`src/rtl/rpn_tokenizer.sv`:
```
// ASCII RPN tokenizer: turns a character stream into one calculator command per
// cycle and assembles signed 8-bit decimal literals.
module rpn_tokenizer (
  input  logic       clk,
  input  logic       rst,
  input  logic [7:0] char_in,
  input  logic       char_valid,
  output logic       char_ready,
  output logic [2:0] op,
  output logic [7:0] val,
  output logic       apply,
  output logic       eol,
  output logic       err
);

  typedef enum logic [1:0] {
    S_IDLE,
    S_MINUS,
    S_NUM,
    S_ERR
  } state_t;

  typedef enum logic [2:0] {
    CMD_ADD  = 3'd0,
    CMD_SUB  = 3'd1,
    CMD_MUL  = 3'd2,
    CMD_NEG  = 3'd3,
    CMD_POP  = 3'd4,
    CMD_PUSH = 3'd5,
    CMD_SWAP = 3'd6,
    CMD_DUP  = 3'd7
  } cmd_t;

  state_t      r_state;
  logic [8:0]  r_mag;
  logic        r_neg;
  logic [2:0]  r_op;
  logic [7:0]  r_val;
  logic        r_apply;
  logic        r_eol;
  logic        r_err;

  logic        w_is_digit;
  logic        w_is_minus;
  logic        w_is_op;
  logic        w_is_space;
  logic        w_is_nl;
  cmd_t        w_cmd;
  logic [3:0]  w_digit;
  logic [11:0] w_mag_next;
  logic [11:0] w_limit;
  logic [7:0]  w_lit;
  logic [7:0]  w_push_val;

  always_comb begin
    w_is_digit = (char_in >= 8'h30) && (char_in <= 8'h39);
    w_is_minus = (char_in == 8'h2D);
    w_is_space = (char_in == 8'h20);
    w_is_nl    = (char_in == 8'h0A);
    w_is_op    = 1'b1;
    w_cmd      = CMD_ADD;
    case (char_in)
      8'h2B:   w_cmd = CMD_ADD;
      8'h2A:   w_cmd = CMD_MUL;
      8'h7E:   w_cmd = CMD_NEG;
      8'h70:   w_cmd = CMD_POP;
      8'h73:   w_cmd = CMD_SWAP;
      8'h64:   w_cmd = CMD_DUP;
      default: w_is_op = 1'b0;
    endcase
  end

  // Magnitude is range-checked before it is stored, so the 9-bit register never wraps.
  always_comb begin
    w_digit    = char_in[3:0];
    w_mag_next = 12'(r_mag) * 12'd10 + 12'(w_digit);
    w_limit    = r_neg ? 12'd128 : 12'd127;
    w_lit      = r_mag[7:0];
    w_push_val = r_neg ? (~w_lit + 8'd1) : w_lit;
  end

  // A pending token is flushed ahead of an operator/'-' without consuming it.
  assign char_ready = !(char_valid && (r_state == S_NUM || r_state == S_MINUS) &&
                        (w_is_op || w_is_minus));

  always_ff @(posedge clk or negedge rst) begin
    if (!rst) begin
      r_state <= S_IDLE;
      r_mag   <= '0;
      r_neg   <= 1'b0;
      r_op    <= '0;
      r_val   <= '0;
      r_apply <= 1'b0;
      r_eol   <= 1'b0;
      r_err   <= 1'b0;
    end else begin
      r_apply <= 1'b0;
      r_eol   <= 1'b0;
      if (char_valid) begin
        unique case (r_state)
          S_IDLE: begin
            if (w_is_digit) begin
              r_mag   <= 9'(w_digit);
              r_neg   <= 1'b0;
              r_state <= S_NUM;
            end else if (w_is_minus) begin
              r_state <= S_MINUS;
            end else if (w_is_op) begin
              r_apply <= 1'b1;
              r_op    <= w_cmd;
              r_val   <= '0;
            end else if (w_is_nl) begin
              r_eol <= 1'b1;
            end else if (!w_is_space) begin
              r_err   <= 1'b1;
              r_state <= S_ERR;
            end
          end
          S_MINUS: begin
            if (w_is_digit) begin
              r_mag   <= 9'(w_digit);
              r_neg   <= 1'b1;
              r_state <= S_NUM;
            end else if (w_is_space || w_is_nl || w_is_op || w_is_minus) begin
              r_apply <= 1'b1;
              r_op    <= CMD_SUB;
              r_val   <= '0;
              r_eol   <= w_is_nl;
              r_state <= S_IDLE;
            end else begin
              r_err   <= 1'b1;
              r_state <= S_ERR;
            end
          end
          S_NUM: begin
            if (w_is_digit) begin
              if (w_mag_next > w_limit) begin
                r_err   <= 1'b1;
                r_state <= S_ERR;
              end else begin
                r_mag <= w_mag_next[8:0];
              end
            end else if (w_is_space || w_is_nl || w_is_op || w_is_minus) begin
              r_apply <= 1'b1;
              r_op    <= CMD_PUSH;
              r_val   <= w_push_val;
              r_eol   <= w_is_nl;
              r_state <= S_IDLE;
            end else begin
              r_err   <= 1'b1;
              r_state <= S_ERR;
            end
          end
          S_ERR: begin
            if (w_is_nl) begin
              r_eol   <= 1'b1;
              r_err   <= 1'b0;
              r_state <= S_IDLE;
            end
          end
        endcase
      end
    end
  end

  assign op    = r_op;
  assign val   = r_val;
  assign apply = r_apply;
  assign eol   = r_eol;
  assign err   = r_err;

endmodule

```
`config.mk`:
```
export PLATFORM = sky130hd
export DESIGN_NAME = rpn_tokenizer
export DESIGN_NICKNAME = d
export VERILOG_FILES = /design/src/rtl/rpn_tokenizer.sv
export SDC_FILE = /design/constraint.sdc
export NUM_CORES = 1
export LEC_CHECK = 0
export BUFFER_PORTS_ARGS = -buffer_cell sky130_fd_sc_hd__buf_4
export CAP_MARGIN = 20
export CORE_ASPECT_RATIO = 1.5
export CORE_UTILIZATION = 65
export CTS_BUF_LIST = sky130_fd_sc_hd__clkbuf_16
export CTS_CLUSTER_DIAMETER = 80
export CTS_CLUSTER_SIZE = 8
export DETAILED_ROUTE_END_ITERATION = 8
export HOLD_SLACK_MARGIN = 0.02
export PLACE_DENSITY = 0.94
export SLEW_MARGIN = 30
export SYNTH_ARGS = -nofsm -noshare
export SYNTH_HDL_FRONTEND = slang
export SYNTH_SLANG_ARGS = --single-unit
```
`constraint.sdc`:
```
create_clock -name clk -period 5.35 [get_ports clk]
set_input_delay 1.07 -clock clk [delete_from_list [all_inputs] [get_ports clk]]
set_output_delay 1.07 -clock clk [all_outputs]
set_load 0.01 [all_outputs]
```
==> summary.md, run 1 <==
| Metric | Value |
|---|---|
| Setup_tns | 0 ns |
| First-pass DRT Iterations | 6 |
| Post-route ant nets | 0 |
| PwrDens | around 730 nW/um2 |
| Buffer count from post-CTS setup fixing | 0 |
| Unrepaired setup endpoints after global routing | false |
| Post-DR wirelength/cell | ~18 um |
| Via density | roughly 6.7 |
| Worst Setup Start Kind | flop |
| Commonest non-fill, non-tap cell in the layout | ha_1 |
| Layout area overhead | 11.6% |
| Kind of end point of the critical path | flop |
| Synth Warn # | 0 |
| FF+latch area | around 650 um2 |
| Slew @ Worst Pin | slightly above 0.9 ns |
| Net Count, Synth | roughly 340 |
| Ys flop type | dfrtp_1 |
| Final GP Congestion | roughly 0.9 |
| Clock Sink Count | 26 |
| # port buffers | 25 |
| #FFs+latches synth | 26 |
| Max clock buf depth | 2 |
| Critical path fanouts, max | 14 |
| IO Count | 26 |
| Synth Area per Inst | slightly below 9 um2 |
| Post-synth ARST share | 100% |
| Cts repair resizes | 0 |
| Placed Cells incl. Taps | ~360 |
| WHS Path Cells | 1 |
| Hpwl dp | between 4 and 5 mm |
| Setup ws final | 1.33 ns |
| Fill cell count | 260 |
| Initial Utilization | 69.1% |
| Tot Pwr | around 2.1 mW |
| CTS tree | yes |
| Initial antenna violation count | 0 |
| Area leader, netlist | dfrtp_1 |
| First-pass GRT wire length | roughly 11 mm |
| Mapped cell area | between 2000 and 3000 um2 |
| Maxcap violations | 0 |
| Clock skew | 0.00507 ns |
| Top cells by area, synth | dfrtp_1 (25%), ha_1 (16%), a21oi_1 (4.3%) |
| Worst Path Required | around 5.5 ns |
| Area occupied by multi-input gates | 1790 um2 |
| Number of global-route vias before repair | ~2400 |
| Leakage Power | 1.30 nW |
| CP arrival | ~4.2 ns |
| F_max | 249 MHz |
| Synth cell types | 57 |
| Starting DRC count in detailed routing | 114 |
| Worst hold path type | flop to flop |
| Clock Latency Late Sink | around 0.26 ns |
| Clock buffer count from CTS | 3 |
| DP Worst Slack | around 1.1 ns |
| Gr usage total | around a third |
| Most frequent cells in the layout | ha_1 (32), dfrtp_1 (26), buf_4 (26) |
| Layout Cells excl Fill | 360 |
| CORE AREA | between 3000 and 4000 um2 |
| Final Slew Violations | 0 |
| Count of final setup violators | 0 |
| Die Wd | 53.3 um |
| CTS Hold Buffers Added | 0 |
| Antenna cells | 0 |
| Largest net degree at the start of global routing | 27 |
| Row cnt | 27 |
| Register area share after synthesis | between 20% and 30% |
| Critical path type | flop to flop |
| Layout cells sized above 1 | between 10% and 20% |
| Peak supply drop | approximately 0.0005 V |
| Post-synthesis cell count | 297 |
| Register-to-Register Path Depth | 15 |
| Routed WL | 6.30 mm |
| Die area | ~4200 um2 |
| Synth top area share | 25.3% |
| Clock-pin slew on the worst setup and hold paths | roughly 0.07 ns |
| Slew margin rel. | a little under two fifths |
| Vias | between 2000 and 2500 |
| Final Critical Period | 4.02 ns |
| H-Tree Depth | 1 |
| Post-synth EDFFs | 0 |
| Root Buffer | clkbuf_16 |
| Final period util | between 70% and 80% |
| R2r setup slk | ~1.3 ns |
| Final Net Count | roughly 360 |
| Final Hold Fails | 0 |
| Outcome | finished clean |
| Chip height | ~80 um |
| DR DRC count | 0 |
| GRT overflow | 0 |
-- per-stage QoR --
step	hold slack, ns	instance area, um2	utilization, %
CTS	0.521	2870	77.1
global route	0.529	2870	77.1
global placement	0.492	2760	74.3
detailed placement	0.506	2760	74.3
finish	0.518	2870	77.1
floorplan	0.517	2570	-
-- area by class of cell --
cell class                      count  area share (%)
Inverter                           20            2.62
Clock inverter                      1            1.05
Clock buffer                        3            2.62
Sequential cell                    26            22.7
Multi-Input combinational cell    241            62.3
Timing Repair Buffer               26            6.81
Tap cell                           43            1.88
-- flip-flops by register name (all words and copies together), names as in the netlist --
name	cells
r_neg	1
r_state	2
val	8
err	1
op	3
r_mag	9
apply	1
eol	1
-- synth_stat cells (6+ instances only) --
cell,n
a21oi_1,22
clkbuf_1,6
dfrtp_1,26
ha_1,32
inv_1,20
mux2_2,8
nand2_1,25
nand2b_1,7
nand3_1,12
nand4_1,7
nor2_1,23
o21ai_0,19
xnor2_1,7
xor2_1,7
-- worst paths after layout --
check	end	start
worst min register to register	op[1]	op[1]
max in group asynchronous	r_mag[2]	rst
min in group asynchronous	val[6]	rst
worst max-delay path	r_state[0]	r_mag[1]
worst min-delay path	op[1]	op[1]
worst max register to register	r_state[0]	r_mag[1]
-- per-layer routing --
metal / GRT usage, % / share of wire (%) / vias up / wire (um)
met5: 0 / 0 / - / 0
met4: 24.2 / 7.8 / 0 / 493
met3: 2.68 / 4.3 / 42 / 273
met1: 37.2 / 37 / 1140 / 2310
met2: 56.4 / 51 / 102 / 3230
li1: - / - / 1132 / -
-- worst max-delay path: stages, from the launching register on --
cell	delay, ns
dfrtp_1	0.51
ha_1	0.35
ha_1	0.20
inv_1	0.07
fa_1	0.40
xnor2_1	0.26
nand3b_1	0.17
nor2_1	0.16
xnor2_1	0.14
ha_1	0.32
nand4_1	0.11
or2_2	0.31
a221oi_2	0.21
buf_4	0.24
a21oi_1	0.12
mux2_2	0.33
-- power breakdown --
part	total [mW]	internal (mW)	switching [mW]
registers	0.396	0.271	0.125
logic	1.48	0.630	0.854
clock network	0.219	0.149	0.0700
-- logic make-up (layout without fill, tap and decap cells) --
logic type                 Yosys count  count (layout)  share of synthesized area, %
buffers and inverters               30              50                          5.07
DFF                                 26              26                          25.3
adders and majority gates           34              34                          17.2
muxes                               12              12                          5.07
AOI/OAI and AO/OA                   76              76                          19.9
xor gates and xnor gates            14              14                          4.78
and+or+nand+nor                    105             105                          22.7
No activity file was read; power rests on OpenSTA's default activity.
==> inputs of run 2 (changes only) <==
Settings changed: ABC_AREA set to 1, CORE_UTILIZATION 65 to 60, PLACE_DENSITY 0.94 to 0.88.
Clock period 5.35 ns to 4 ns, I/O delays scaled along.
==> run 2 against run 1 <==
- the flow now finishes with violations (DRC)
- register-to-register slack got worse by 1.0 ns
- maximum frequency rose by 8.7%
- critical path depth rose by 8
- die area rose by 15%
- critical path type unchanged
- non-clock buffer count fell by 1
- clock power rose by 32%
- routed wire length rose by 4.2%
==> summary.md, run 2 <==
| Metric | Value |
|---|---|
| Outcome | finished, violations left |
| Failing checks | DRC |
| Initial antenna violation count | 0 (unchanged) |
| Net Count, Synth | 452 (+32%) |
| First-pass GRT wire length | 11.2 mm (+6.3%) |
| Largest family of logic cells by synthesized area | simple AND/OR/NAND/NOR gates |
| Register area share after synthesis | 23.8% (-1.5 points) |
| R2r startpoint | r_mag[1] |
| IO Count | 26 (unchanged) |
| Placed Cells incl. Taps | 473 (+33%) |
| First-pass DRT Iterations | 7 (+1) |
| Final Hold Fails | 0 (unchanged) |
| CP arrival | 3.89 ns (-0.28 ns) |
| Mux contribution to synthesized area | 0% (-5.1 points) |
| Unrepaired setup endpoints after global routing | false |
| Slew @ Worst Pin | 0.624 ns (-0.312 ns) |
| Peak supply drop | 0.000562 V (+13%) |
| Synth top area share | 23.8% (-1.5 points) |
| Die area | 4830 um2 (+15%) |
| Maxcap violations | 0 (unchanged) |
| Initial Utilization | 63.7% (-5.4 points) |
| Clock buffer count from CTS | 3 (unchanged) |
| Simple-Gate Fraction of Synth Area | 40.9% (+18 points) |
| Critical path type | flop to flop |
| Top cells by area, synth | dfrtp_1 (24%), nand2_1 (16%), ha_1 (15%) |
| Mapped cell area | 2730 um2 (+6.3%) |
| Max clock buf depth | 2 (unchanged) |
| Setup_tns | 0 ns (unchanged) |
| Layout Cells excl Fill | 477 (+33%) |
| Final Critical Period | 3.70 ns (-0.322 ns) |
| Layout area overhead | 12.5% |
| Clock skew | 0.00462 ns (-0.000446 ns) |
| Kind of end point of the critical path | flop |
| Via density | 5.69 (-15%) |
| Antenna cells | 0 (unchanged) |
| GRT overflow | 0 (unchanged) |
| Post-synth EDFFs | 0 (unchanged) |
| Most frequent cells in the layout | nand2_1 (114), nand3_1 (51), inv_1 (50) |
| Final period util | 92.5% (+17 points) |
| F_max | 270 MHz (+8.7%) |
| Post-synth ARST share | 100% (unchanged) |
| Post-Synth Adder-Cell Area | 16.1% (-1.0 points) |
| Chip height | 84.6 um (+7.1%) |
| Layout cells sized above 1 | 13.7% (-0.82 points) |
| CORE AREA | 4280 um2 (+15%) |
| Commonest non-fill, non-tap cell in the layout | nand2_1 |
| Leakage Power | 1.75 nW (+35%) |
| Final hold slack | 0.431 ns (-0.0878 ns) |
| Post-DR wirelength/cell | 13.8 um (-21%) |
| Ys flop type | dfrtp_1 |
| Register-to-Register Path Depth | 23 (+8) |
| H-Tree Depth | 1 (unchanged) |
| DR DRC count | 8 (+8) |
| Final Net Count | 477 (+31%) |
| Worst hold path type | input port to async pin |
| Buffer count from post-CTS setup fixing | 0 (unchanged) |
| Post-route ant nets | 0 (unchanged) |
| Synth top cells by count | nand2_1 (114), nand3_1 (51), inv_1 (50) |
| CTS Hold Buffers Added | 0 (unchanged) |
| Final GP Congestion | 0.900 (-1.9%) |
| Hpwl dp | 5.23 mm (+11%) |
| Root Buffer | clkbuf_16 |
| Synth Area in Compound Gates | 8.39% (-12 points) |
| Fill cell count | 361 (+39%) |
| Die Wd | 57.1 um (+7.0%) |
| #FFs+latches synth | 26 (unchanged) |
| Final Slew Violations | 0 (unchanged) |
| Max reg flops | 9 (unchanged) |
| Post-synthesis cell count | 407 (+37%) |
| Row cnt | 29 (+7.4%) |
| Worst Setup Start Kind | flop |
| Tot Pwr | 2.57 mW (+23%) |
| Vias | 2715 (+12%) |
| Clock-pin slew on the worst setup and hold paths | 0.07 ns (about the same) |
| Slew margin rel. | 58.4% (+21 points) |
| CTS tree | yes |
| Cts repair resizes | 0 (unchanged) |
| Worst Path Required | 4.19 ns (-1.31 ns) |
| Clock Latency Late Sink | 0.26 ns (about the same) |
| Area leader, netlist | dfrtp_1 |
| Number of global-route vias before repair | 2616 (+9.0%) |
| Synth Area per Inst | 6.70 um2 (-22%) |
| Gr usage total | 28.9% (-4.4 points) |
| Crit path launch | r_mag[1] |
| Largest net degree at the start of global routing | 27 (unchanged) |
| Top reg by flops | r_mag |
| Most common cell in the netlist | nand2_1 |
| XOR/XNOR Fraction of Synth Area | 2.25% (-2.5 points) |
| Synth Warn # | 0 (unchanged) |
| Clock Sink Count | 26 (unchanged) |
| Count of final setup violators | 0 (unchanged) |
| Synth cell types | 35 (-39%) |
| Routed WL | 6.57 mm (+4.2%) |
| Starting DRC count in detailed routing | 167 (+46%) |
| Critical path fanouts, max | 9 (-5) |
| # port buffers | 25 (unchanged) |
| PwrDens | 837 nW/um2 (+14%) |
-- run 2: cell types whose count changed after synthesis, moves of 8 or more --
cell,previous run,this run
nand2_1,25,114
nand3_1,12,51
inv_1,20,50
nor2_1,23,38
o21ai_0,19,10
mux2_2,8,0
-- run 2: cell type report --
type	instances	area, um2	share of cell area, %
inverters	55	206	6.73
repair buffers	25	188	6.11
well taps	46	57.6	1.88
clock inverters	1	30.0	0.978
clock buffers	3	75.1	2.45
multi-input cells	321	1860	60.6
flip-flops and latches	26	653	21.3
-- run 2: power breakdown --
part / total (mW) / leakage [nW] / internal (mW) / switching, mW
sequential: 0.468 / 0.338 / 0.351 / 0.118
combinational: 1.81 / 1.36 / 0.668 / 1.14
clock: 0.290 / 0.0511 / 0.199 / 0.0904
-- run 2: cell families after synthesis --
| logic type | Yosys count |
|---|---|
| flops | 26 |
| xor+xnor | 7 |
| simple gates | 243 |
| fa+ha+maj | 34 |
| buf+inv | 60 |
| compound gates | 37 |
-- run 2: layer usage --
layer	part of all wire [%]	global-route usage, %
met1	38	30.0
met2	54	55.0
met3	3.2	2.00
met4	5.3	16.6
met5	0	0
-- run 2: worst paths after layout --
kind                       slack (ns)        to
max                              0.30  r_mag[1]
min                              0.43    val[5]
max reg2reg                      0.30  r_mag[1]
min reg2reg                      0.48     op[1]
max in group asynchronous        3.30  r_mag[1]
min in group clk                 0.48     op[1]
-- run 2: per-stage QoR --
| step | cell area [um2] | setup WS, ns | util, % |
|---|---|---|---|
| after floorplan | 2730 | 0.665 | - |
| after global placement | 2950 | 0.380 | 68.9 |
| after detailed placement | 2950 | 0.276 | 68.9 |
| after CTS | 3050 | 0.264 | 71.3 |
| after global routing | 3070 | 0.0493 | 71.7 |
| final | 3070 | 0.300 | 71.7 |
-- run 2: critical path: stages, from the launching register on --
cell and delay (ns):
dfrtp_2 0.46, ha_1 0.31, ha_2 0.20, inv_1 0.06, fa_1 0.38, inv_1 0.12
nand2_1 0.06, nand2_1 0.13, nor2_2 0.07, or2_2 0.29, nand2_1 0.08, inv_1 0.05
ha_1 0.28, nand2_1 0.08, nor2_2 0.10, nand4_1 0.11, a21boi_0 0.15, nor2_1 0.10
nand2_1 0.08, nor2_4 0.11, nand3_2 0.10, nand2_4 0.13, nand3_1 0.09, nand2_1 0.09
